--- config.mk ---
export PLATFORM = sky130hd
export DESIGN_NAME = mux_scan_ctrl
export DESIGN_NICKNAME = d
export VERILOG_FILES = /design/src/rtl/mux_scan_ctrl.sv
export SDC_FILE = /design/constraint.sdc
export NUM_CORES = 1
export LEC_CHECK = 0
export ABC_AREA = 1
export CAP_MARGIN = 30
export CORE_UTILIZATION = 58
export CTS_CLUSTER_DIAMETER = 50
export DETAILED_ROUTE_END_ITERATION = 7
export HOLD_SLACK_MARGIN = 0.08
export PLACE_DENSITY = 0.83
export SYNTH_ARGS = -nofsm -noshare
export SYNTH_HDL_FRONTEND = slang
export SYNTH_SLANG_ARGS = --single-unit
--- constraint.sdc ---
create_clock -name clk -period 2.4 [get_ports clk]
set_input_delay 0.48 -clock clk [delete_from_list [all_inputs] [get_ports clk]]
set_output_delay 0.48 -clock clk [all_outputs]
set_load 0.02 [all_outputs]
--- src/rtl/mux_scan_ctrl.sv ---
// Scan sequencer for a 4:1 mux: steps {s1,s0} through the enabled channels,
// holds each one for DWELL cycles, samples mux_out and reports a 4-bit result.
module mux_scan_ctrl #(
   parameter int DWELL = 2
) (
   input  logic       clk,
   input  logic       rst,
   input  logic       start,
   input  logic [3:0] en_mask,
   input  logic       mux_out,
   output logic       s1,
   output logic       s0,
   output logic       busy,
   output logic       done,
   output logic [3:0] result
);

   typedef enum logic [1:0] {
      IDLE   = 2'd0,
      SETTLE = 2'd1,
      FIN    = 2'd2
   } state_t;

   localparam logic [7:0] RELOAD = 8'(DWELL - 1);

   state_t     state;
   logic [3:0] mask;
   logic [7:0] cnt;
   logic [2:0] first_ch;
   logic [2:0] next_ch;

   // Returns {found, index} of the lowest set bit of m at or above floor_idx.
   function automatic logic [2:0] lowest_from(input logic [3:0] m,
                                              input logic [2:0] floor_idx);
      logic [2:0] r;
      r = 3'b000;
      for (int i = 3; i >= 0; i--) begin
         if (m[i] && (3'(i) >= floor_idx))
            r = {1'b1, 2'(i)};
      end
      return r;
   endfunction

   assign first_ch = lowest_from(en_mask, 3'd0);
   assign next_ch  = lowest_from(mask, {1'b0, s1, s0} + 3'd1);

   always_ff @(posedge clk) begin
      if (rst) begin
         state    <= IDLE;
         {s1, s0} <= 2'b00;
         busy     <= 1'b0;
         done     <= 1'b0;
         result   <= 4'b0000;
         mask     <= 4'b0000;
         cnt      <= 8'd0;
      end else begin
         case (state)
            IDLE: begin
               if (start) begin
                  mask   <= en_mask;
                  result <= 4'b0000;
                  if (first_ch[2]) begin
                     state    <= SETTLE;
                     busy     <= 1'b1;
                     {s1, s0} <= first_ch[1:0];
                     cnt      <= RELOAD;
                  end else begin
                     state <= FIN;
                     done  <= 1'b1;
                  end
               end
            end
            SETTLE: begin
               if (cnt != 8'd0) begin
                  cnt <= cnt - 8'd1;
               end else begin
                  result[{s1, s0}] <= mux_out;
                  if (next_ch[2]) begin
                     {s1, s0} <= next_ch[1:0];
                     cnt      <= RELOAD;
                  end else begin
                     // select stays on the last channel after the scan
                     state <= FIN;
                     busy  <= 1'b0;
                     done  <= 1'b1;
                  end
               end
            end
            FIN: begin
               state <= IDLE;
               done  <= 1'b0;
            end
            default: begin
               state <= IDLE;
               busy  <= 1'b0;
               done  <= 1'b0;
            end
         endcase
      end
   end

endmodule

==> metrics.cfg, run 1 <==
[setup_path]
cp_max_fo = 6
endpoint_kind = primary output
timing.critical_path.arrival_ns = 1.39
critPathLaunch = s0$_SDFFE_PP0P_
cp-start-kind = register
r2r_slack_ns = 0.73
critPathKind = register to primary output
max_stage_delay_ns = 0.63
cp_top_family = buffers and inverters
path_buf_inv = 1
crit_slowest_cell = clkdlybuf4s50_1
worstPathRequired_ns = 1.92
reg2regPathDepth = 8
worst-path-stages = 1
path_cells = clkdlybuf4s50_1
r2r-end = s0$_SDFFE_PP0P_
cp-endpoint = s0
worstReg2RegStart = state[0]$_SDFFE_PP0P_

[logic_synthesis]
syn_area_sq_um = 1240
synth_mux_area_share_pct = 0
synth_top_family_by_area = simple AND/OR/NAND/NOR gates
synthCells = 192
netlist_top_cells_count = nand2_1, nor2_1, inv_1
synth_most_common_cell = nand2_1
async_flop_share_pct = 0
synth_area_leaders = dfxtp_1, nand2_1, nor2_1
synth_edf_count = 0
synth_cell_types = 21
avgSynthCellArea_sq_um = 6.45
yosysTopAreaCellShare_pct = 33.9
synth_ff_type = dfxtp_1
ys_ff_latch = 21
ys_seq_area_share_pct = 33.9
synth_xor_area_share_pct = 0.707
synth_fa_ha_area_share_pct = 2.02
synth_compound_area_share_pct = 11.7
synth_top_area_cell = dfxtp_1
ys_warn_count = 0
syn-num-nets = 202
yosys.area_share.simple_pct = 40.7

[clock_network]
cts_root_buffer = clkbuf_4
clkLatencyLatePin_ns = 0.31
clk_pin_slew_worst_paths_ns = 0.13
htreeDepth = 1
post_cts_resized = 0
cts_buffer_depth = 2
cts_sinks = 21
cts_setup_buffers = 0
numCtsBuffers = 3
cts_hold_buf = 0
cts_tree = done

[power]
p_leak_nw = 0.650
power_density_nw_per_um2 = 1170
vdd_drop_max_v = 0.000657

[finish]
drive_gt1_share_pct = 6.76
n_fill_cell = 156
syn2layout_area_growth_pct = 14.9
utilization_pct = 71.8
antenna_cells = 0
final_nets = 218

[timing]
tightest_slew_ns = 0.542
final-hold-violation-count = 0
fmax_mhz = 536
fin_crit_ns = 1.87
timing.slew.headroom_pct = 63.9
drv_slew = 0
finalCritPeriodShare_pct = 77.8
rsz0062_at_grt = false
clock_skew_ns = 0.00374
finalSetupTns_ns = 0
setup_viol = 0

[routing]
wirelength_um = 2860
ant_nets = 0
drc = 0
via_per_inst = 5.55
vias = 1299
drt-initial-drc-count = 48
wl_per_cell_um = 12.2
drt_pass1_iterations = 4

[worst_hold_path]
hold_class = register to register
hold_start = result[1]$_SDFFE_PP0P_

[grt]
grt_overflow_total = 0
grt_pass1_vias = 1135
antenna_found_initial = 0
grt_max_degree = 20
grtUsageTotal_pct = 28.6
grt_pass1_wl_um = 4610

[floorplanning]
coreArea_sq_um = 1980
fp.dieW_um = 48.2
num_rows = 16
initial_core_util_pct = 62.5
die-area_sq_um = 2320
io_pins = 16
die_h_um = 48.2

[placed_design]
gp_congestion = 0.895
dp_hpwl_um = 2110
io_buffers = 15

[run_status]
outcome = completed

[job]
cap_violations = 0

## per-stage QoR
step / hold slack [ns] / cell area [sq um] / power [mW] / worst slack, ns / cells
after global placement: 0.451 / 1400 / 1.44 / 0.573 / 230
after floorplan: 0.455 / 1240 / 1.26 / 1.08 / 192
after detailed placement: 0.461 / 1400 / 1.48 / 0.526 / 230
final: 0.478 / 1420 / 1.66 / 0.533 / 234
after CTS: 0.479 / 1420 / 1.66 / 0.534 / 234
after global routing: 0.499 / 1420 / 1.82 / 0.463 / 234
## worst min path at each step
stage	endpoint	slack (ns)	depth (start not counted)
floorplan	mask[2]$_SDFFE_PP0P_	0.46	2
global placement	result[2]$_SDFFE_PP0P_	0.45	2
detailed placement	result[1]$_SDFFE_PP0P_	0.46	2
CTS	result[1]$_SDFFE_PP0P_	0.48	2
global route	result[1]$_SDFFE_PP0P_	0.50	2
finish	result[1]$_SDFFE_PP0P_	0.48	2
## flip-flops by register name, indices dropped and copies added (netlist names)
name	cells
done	1
state	2
s0	1
result	4
mask	3
cnt	8
busy	1
s1	1
## routing by layer
metal	vias to the layer above	GRT usage, %	share of wire, %
met1	594	34.4	43
met4	0	12.8	1.4
met2	47	50.4	50
li1	653	-	-
met3	5	3.70	6.0
met5	-	0	0
## placed cells by master, fill, tap and decap left out
cell | synthesis | layout
o21ai_4 | 1 | 1
nand2_4 | 1 | 1
dfxtp_1 | 21 | 21
nand3_1 | 19 | 19
inv_1 | 26 | 26
clkbuf_4 | 0 | 3
xor2_1 | 1 | 1
buf_4 | 2 | 1
nand2_2 | 1 | 1
ha_1 | 2 | 2
o21ai_0 | 7 | 7
nor2_1 | 32 | 32
or2_2 | 2 | 2
a21oi_1 | 17 | 17
a21o_2 | 1 | 1
nor2_2 | 1 | 1
clkdlybuf4s50_1 | 0 | 15
clkinv_1 | 1 | 1
clkinv_2 | 0 | 1
nand2_1 | 38 | 38
nand4_1 | 14 | 14
nor2_4 | 2 | 2
## area by class of cell
type / count / area, sq um / area share (%)
tap: 27 / 33.8 / 2.37
clock inverter: 1 / 5.00 / 0.351
sequential: 21 / 420 / 29.5
multi-input combinational: 139 / 683 / 48.0
clock buffer: 3 / 22.5 / 1.58
timing repair buffer: 16 / 158 / 11.1
inverter: 27 / 101 / 7.12
## power by group
group	leakage [nW]	internal [mW]	switching (mW)
Sequential	0.172	0.441	0.0932
Clock	0.0177	0.0623	0.117
Combinational	0.461	0.342	0.605
## cells by family (layout without fill, tap and decap cells)
group                    count (synthesis)  in the layout
buffers and inverters                   32             47
AND/OR/NAND/NOR                        110            110
flip-flops                              21             21
AO/OA/AOI/OAI                           26             26
XOR/XNOR                                 1              1
adder cells (fa/ha/maj)                  2              2
Note: power is estimated with default switching activity, not from simulation.
==> run 2, diff against run 1 <==
--- a/config.mk
+++ b/config.mk
@@ -7,11 +7,11 @@
 export LEC_CHECK = 0
 export ABC_AREA = 1
 export CAP_MARGIN = 30
-export CORE_UTILIZATION = 58
+export CORE_UTILIZATION = 48
 export CTS_CLUSTER_DIAMETER = 50
 export DETAILED_ROUTE_END_ITERATION = 7
 export HOLD_SLACK_MARGIN = 0.08
-export PLACE_DENSITY = 0.83
+export PLACE_DENSITY = 0.74
 export SYNTH_ARGS = -nofsm -noshare
 export SYNTH_HDL_FRONTEND = slang
 export SYNTH_SLANG_ARGS = --single-unit
==> constraint.sdc (replaced) <==
create_clock -name clk -period 1.63 [get_ports clk]
set_input_delay 0.326 -clock clk [delete_from_list [all_inputs] [get_ports clk]]
set_output_delay 0.326 -clock clk [all_outputs]
set_load 0.02 [all_outputs]
==> run 2 against run 1 <==
Cell count increased by 4.3%. Sequential share of layout area decreased by 1.3 points. Critical path type unchanged. Flip-flop and latch count unchanged. Wire length decreased by 8.0%.
==> metrics.cfg, run 2 (synthesized netlist as in run 1, its figures left out) <==
[run_status]
outcome = completed

[timing]
finalSetupTns_ns = 0
drv_slew = 0
clock_skew_ns = 0.00200
tightest_slew_ns = 0.330
timing.slew.headroom_pct = 77.9
fmax_mhz = 638
finalCritPeriodShare_pct = 96.2
final-hold-violation-count = 0
fin_crit_ns = 1.57
rsz0062_at_grt = false
setup_viol = 0

[routing]
ant_nets = 0
wl_per_cell_um = 10.8
drt-initial-drc-count = 28
drc = 0
drt_pass1_iterations = 4
via_per_inst = 5.09
wirelength_um = 2640
vias = 1242

[clock_network]
clk_pin_slew_worst_paths_ns = 0.11
htreeDepth = 1
cts_hold_buf = 0
clkLatencyLatePin_ns = 0.30
numCtsBuffers = 3
cts_root_buffer = clkbuf_4
cts_tree = done
cts_sinks = 21
cts_buffer_depth = 2

[floorplanning]
die_h_um = 52.8
io_pins = 16
die-area_sq_um = 2790
coreArea_sq_um = 2450
fp.dieW_um = 52.8
num_rows = 18
initial_core_util_pct = 50.5

[grt]
grt_max_degree = 20
antenna_found_initial = 0
grtUsageTotal_pct = 22.1
grt_overflow_total = 0
grt_pass1_wl_um = 4570
grt_pass1_vias = 1117

[placed_design]
dp_hpwl_um = 1980
io_buffers = 15
dp.cells = 237
gp_congestion = 0.843

[setup_path]
max_stage_delay_ns = 0.60
path_buf_inv = 1
cp_max_fo = 2
reg2regPathDepth = 7
crit_slowest_cell = clkdlybuf4s50_1
timing.critical_path.arrival_ns = 1.24
cp_top_family = buffers and inverters
worstPathRequired_ns = 1.30
worst-path-stages = 1
endpoint_kind = primary output
cp-start-kind = register
path_cells = clkdlybuf4s50_1
critPathKind = register to primary output

[worst_hold_path]
hold_class = register to register
hold_depth = 2

[job]
cap_violations = 0

[finish]
final_cell_mix = nand2_1, nor2_1, inv_1, dfxtp_1, nand3_1
n_fill_cell = 230
reg_top3 = cnt x8, result x4, mask x3
regMostFlops = cnt
antenna_cells = 0
final_nets = 225
fin_cells = 244
largest_reg_flops = 8
syn2layout_area_growth_pct = 20.4
utilization_pct = 60.8
mostFrequentLayoutCell = nand2_1
drive_gt1_share_pct = 9.81

[power]
p_total_mw = 2.46
vdd_drop_max_v = 0.000962
p_leak_nw = 0.773
power_density_nw_per_um2 = 1650

-- run 2: cell types whose count changed in the layout (fill, tap and decap cells not counted), sizes merged --
| cell | delta |
|---|---|
| dlymetal6s2s | +5 |
| clkinv | -1 |
| buf | +7 |
| clkdlybuf4s50 | -7 |
| dlygate4sd2 | +2 |
| clkbuf | +1 |
-- run 2: stage by stage --
step,hold slack [ns],instance area (sq um),setup slack [ns]
floorplan,0.455,1240,0.314
global placement,0.447,1430,0.0579
detailed placement,0.461,1430,0.00373
CTS,0.480,1450,0.0262
global route,0.505,1490,0.00266
finish,0.471,1490,0.0617
-- run 2: cell type report --
| type | count | area [sq um] | area share (%) |
|---|---|---|---|
| inverter | 27 | 101 | 6.80 |
| clock buffer | 4 | 26.3 | 1.76 |
| multi-input combinational | 139 | 686 | 46.0 |
| tap | 30 | 37.5 | 2.52 |
| timing repair buffer | 23 | 220 | 14.8 |
| sequential | 21 | 420 | 28.2 |
-- run 2: repair_timing --
| action | CTS | global route |
|---|---|---|
| endpoints found under the hold margin | 0 | 0 |
| gates resized for setup | 2 | 6 |
| buffers inserted | 0 | 3 |
| endpoints found under the setup margin | 2 | 12 |
| pin swaps | 0 | 1 |
| cloned | 0 | 0 |
-- run 2: power breakdown --
group / internal (mW) / total, mW / leakage (nW) / switching (mW)
Combinational: 0.562 / 1.43 / 0.586 / 0.864
Sequential: 0.649 / 0.783 / 0.172 / 0.134
Clock: 0.0954 / 0.252 / 0.0150 / 0.156
-- run 2: path summary, 6_finish.rpt --
path,startpoint,end,slack (ns)
max,result[3]$_SDFFE_PP0P_,result[3],0.06
min,result[1]$_SDFFE_PP0P_,result[1]$_SDFFE_PP0P_,0.47
max reg2reg,cnt[0]$_SDFFE_PP0P_,cnt[1]$_SDFFE_PP0P_,0.13
min reg2reg,result[1]$_SDFFE_PP0P_,result[1]$_SDFFE_PP0P_,0.47
-- run 2: tightest hold or removal path, stage by stage, from the launching register on --
cell     delay (ns)
dfxtp_1        0.33
nand2_1        0.06
a21oi_1        0.05
-- run 2: routing by layer --
layer | vias to the layer above | global-route usage, % | routed length, um
li1 | 668 | - | -
met1 | 543 | 28.3 | 1250
met5 | - | 0 | 0
met3 | 4 | 2.61 | 98
met4 | 0 | 8.77 | 35
met2 | 27 | 37.3 | 1250
==> run 3, diff against run 2 <==
--- a/config.mk
+++ b/config.mk
@@ -7,6 +7,7 @@
 export LEC_CHECK = 0
 export ABC_AREA = 1
 export CAP_MARGIN = 30
+export CORE_ASPECT_RATIO = 0.6
 export CORE_UTILIZATION = 48
 export CTS_CLUSTER_DIAMETER = 50
 export DETAILED_ROUTE_END_ITERATION = 7
==> run 3 against run 2 <==
Clock power rose by 42%. Global-route usage increased by 1.9 points. Clock skew rose by 0.0050 ns. Wire length is 14% higher. Cell count rose by 0.41%. Combinational power rose by 7%. Via count rose by 3.5%. Register-to-register slack improved by 0.02 ns. Hold slack improved by 0.014 ns. Critical path type unchanged. Largest cell class unchanged. Largest power group unchanged.
==> metrics.cfg, run 3 (synthesized netlist as in run 1, its figures left out) <==
[run_status]
outcome = completed

[timing]
fmax_mhz = 647
timing.slew.headroom_pct = 79.9
final-hold-violation-count = 0
finalCritPeriodShare_pct = 94.8
clock_skew_ns = 0.00701
setup_viol = 0
rsz0062_at_grt = false
finalSetupTns_ns = 0
fin_crit_ns = 1.54
tightest_slew_ns = 0.300
drv_slew = 0

[worst_hold_path]
holdPathEnd = result[2]$_SDFFE_PP0P_
hold_depth = 2
hold_class = register to register
hold_start = result[2]$_SDFFE_PP0P_

[finish]
mostFrequentLayoutCell = nand2_1
reg_top3 = cnt x8, result x4, mask x3
syn2layout_area_growth_pct = 22.6
final_nets = 226
final_cell_mix = nand2_1, nor2_1, inv_1, dfxtp_1, nand3_1
drive_gt1_share_pct = 10.7
utilization_pct = 66.2
regMostFlops = cnt
largest_reg_flops = 8
antenna_cells = 0

[setup_path]
reg2regPathDepth = 7
cp_top_family = buffers and inverters
crit_slowest_cell = clkdlybuf4s50_1
cp-start-kind = register
max_stage_delay_ns = 0.61
endpoint_kind = primary output
timing.critical_path.arrival_ns = 1.22
path_buf_inv = 1
r2r_slack_ns = 0.15
critPathKind = register to primary output
cp_max_fo = 2
worstReg2RegStart = cnt[0]$_SDFFE_PP0P_
worstPathRequired_ns = 1.30
r2r-end = cnt[1]$_SDFFE_PP0P_
path_cells = clkdlybuf4s50_1

[clock_network]
htreeDepth = 1
numCtsBuffers = 3
clk_pin_slew_worst_paths_ns = 0.09
cts_buffer_depth = 2
cts_hold_buf = 0
cts_tree = done
clkLatencyLatePin_ns = 0.27
cts_root_buffer = clkbuf_8
cts_sinks = 21

[grt]
grt_max_degree = 20
grt_overflow_total = 0
grt_pass1_wl_um = 4760
antenna_found_initial = 0
grt_pass1_vias = 1065
grtUsageTotal_pct = 24.0

[floorplanning]
io_pins = 16
initial_core_util_pct = 54.0
coreArea_sq_um = 2290
die_h_um = 41.4
fp.dieW_um = 67.6
num_rows = 13
die-area_sq_um = 2790

[routing]
drc = 0
via_per_inst = 5.24
vias = 1285
ant_nets = 0
wl_per_cell_um = 12.3
wirelength_um = 3010
drt-initial-drc-count = 87
drt_pass1_iterations = 4

[power]
power_density_nw_per_um2 = 1760
vdd_drop_max_v = 0.000879
p_leak_nw = 0.710

[placed_design]
dp_hpwl_um = 2280
gp_congestion = 0.803
io_buffers = 15

[job]
cap_violations = 0

-- run 3: final cells by class --
type / count / area [sq um]
sequential: 21 / 420
clock buffer: 3 / 41.3
multi-input combinational: 139 / 686
timing repair buffer: 24 / 228
inverter: 27 / 101
tap: 30 / 37.5
fill: 208 / 774
clock inverter: 1 / 5.00
-- run 3: stage by stage --
step / worst slack [ns] / cells / power, mW / instance area [sq um] / hold WS (ns)
2_1_floorplan: 0.314 / 192 / 1.86 / 1240 / 0.455
3_3_place_gp: 0.0359 / 238 / 2.17 / 1440 / 0.449
3_5_place_dp: -0.000276 / 238 / 2.23 / 1440 / 0.479
4_1_cts: 0.0492 / 242 / 2.57 / 1480 / 0.491
5_1_grt: 0.0274 / 245 / 2.90 / 1520 / 0.518
6_report: 0.0853 / 245 / 2.68 / 1520 / 0.485
-- run 3: metal layers --
| metal | share of wire, % | GRT usage (%) | vias up |
|---|---|---|---|
| met5 | 0 | 0 | - |
| met1 | 49 | 32.4 | 568 |
| met4 | 0.27 | 3.19 | 0 |
| met2 | 43 | 39.9 | 48 |
| met3 | 7.0 | 6.52 | 2 |
| li1 | - | - | 667 |
-- run 3: worst max path at each step --
stage               depth (start not counted)             endpoint              startpoint
floorplan                                   8  cnt[0]$_SDFFE_PP0P_         s1$_SDFFE_PP0P_
finish                                      1            result[1]  result[1]$_SDFFE_PP0P_
detailed placement                          7  cnt[0]$_SDFFE_PP0P_              en_mask[0]
CTS                                         6    done$_SDFFE_PP0P_     cnt[0]$_SDFFE_PP0P_
global route                                1            result[1]  result[1]$_SDFFE_PP0P_
global placement                            7  cnt[0]$_SDFFE_PP0P_              en_mask[0]
-- run 3: timing repair --
action / 4_1_cts / 5_1_grt
buffers inserted: 0 / 3
setup endpoints to repair: 2 / 13
gates resized for setup: 2 / 1
pin swaps: 0 / 1
-- run 3: report_power, final --
part / internal (mW) / switching, mW
Sequential: 0.649 / 0.143
Combinational: 0.607 / 0.923
Clock: 0.171 / 0.186
Total: 1.43 / 1.25
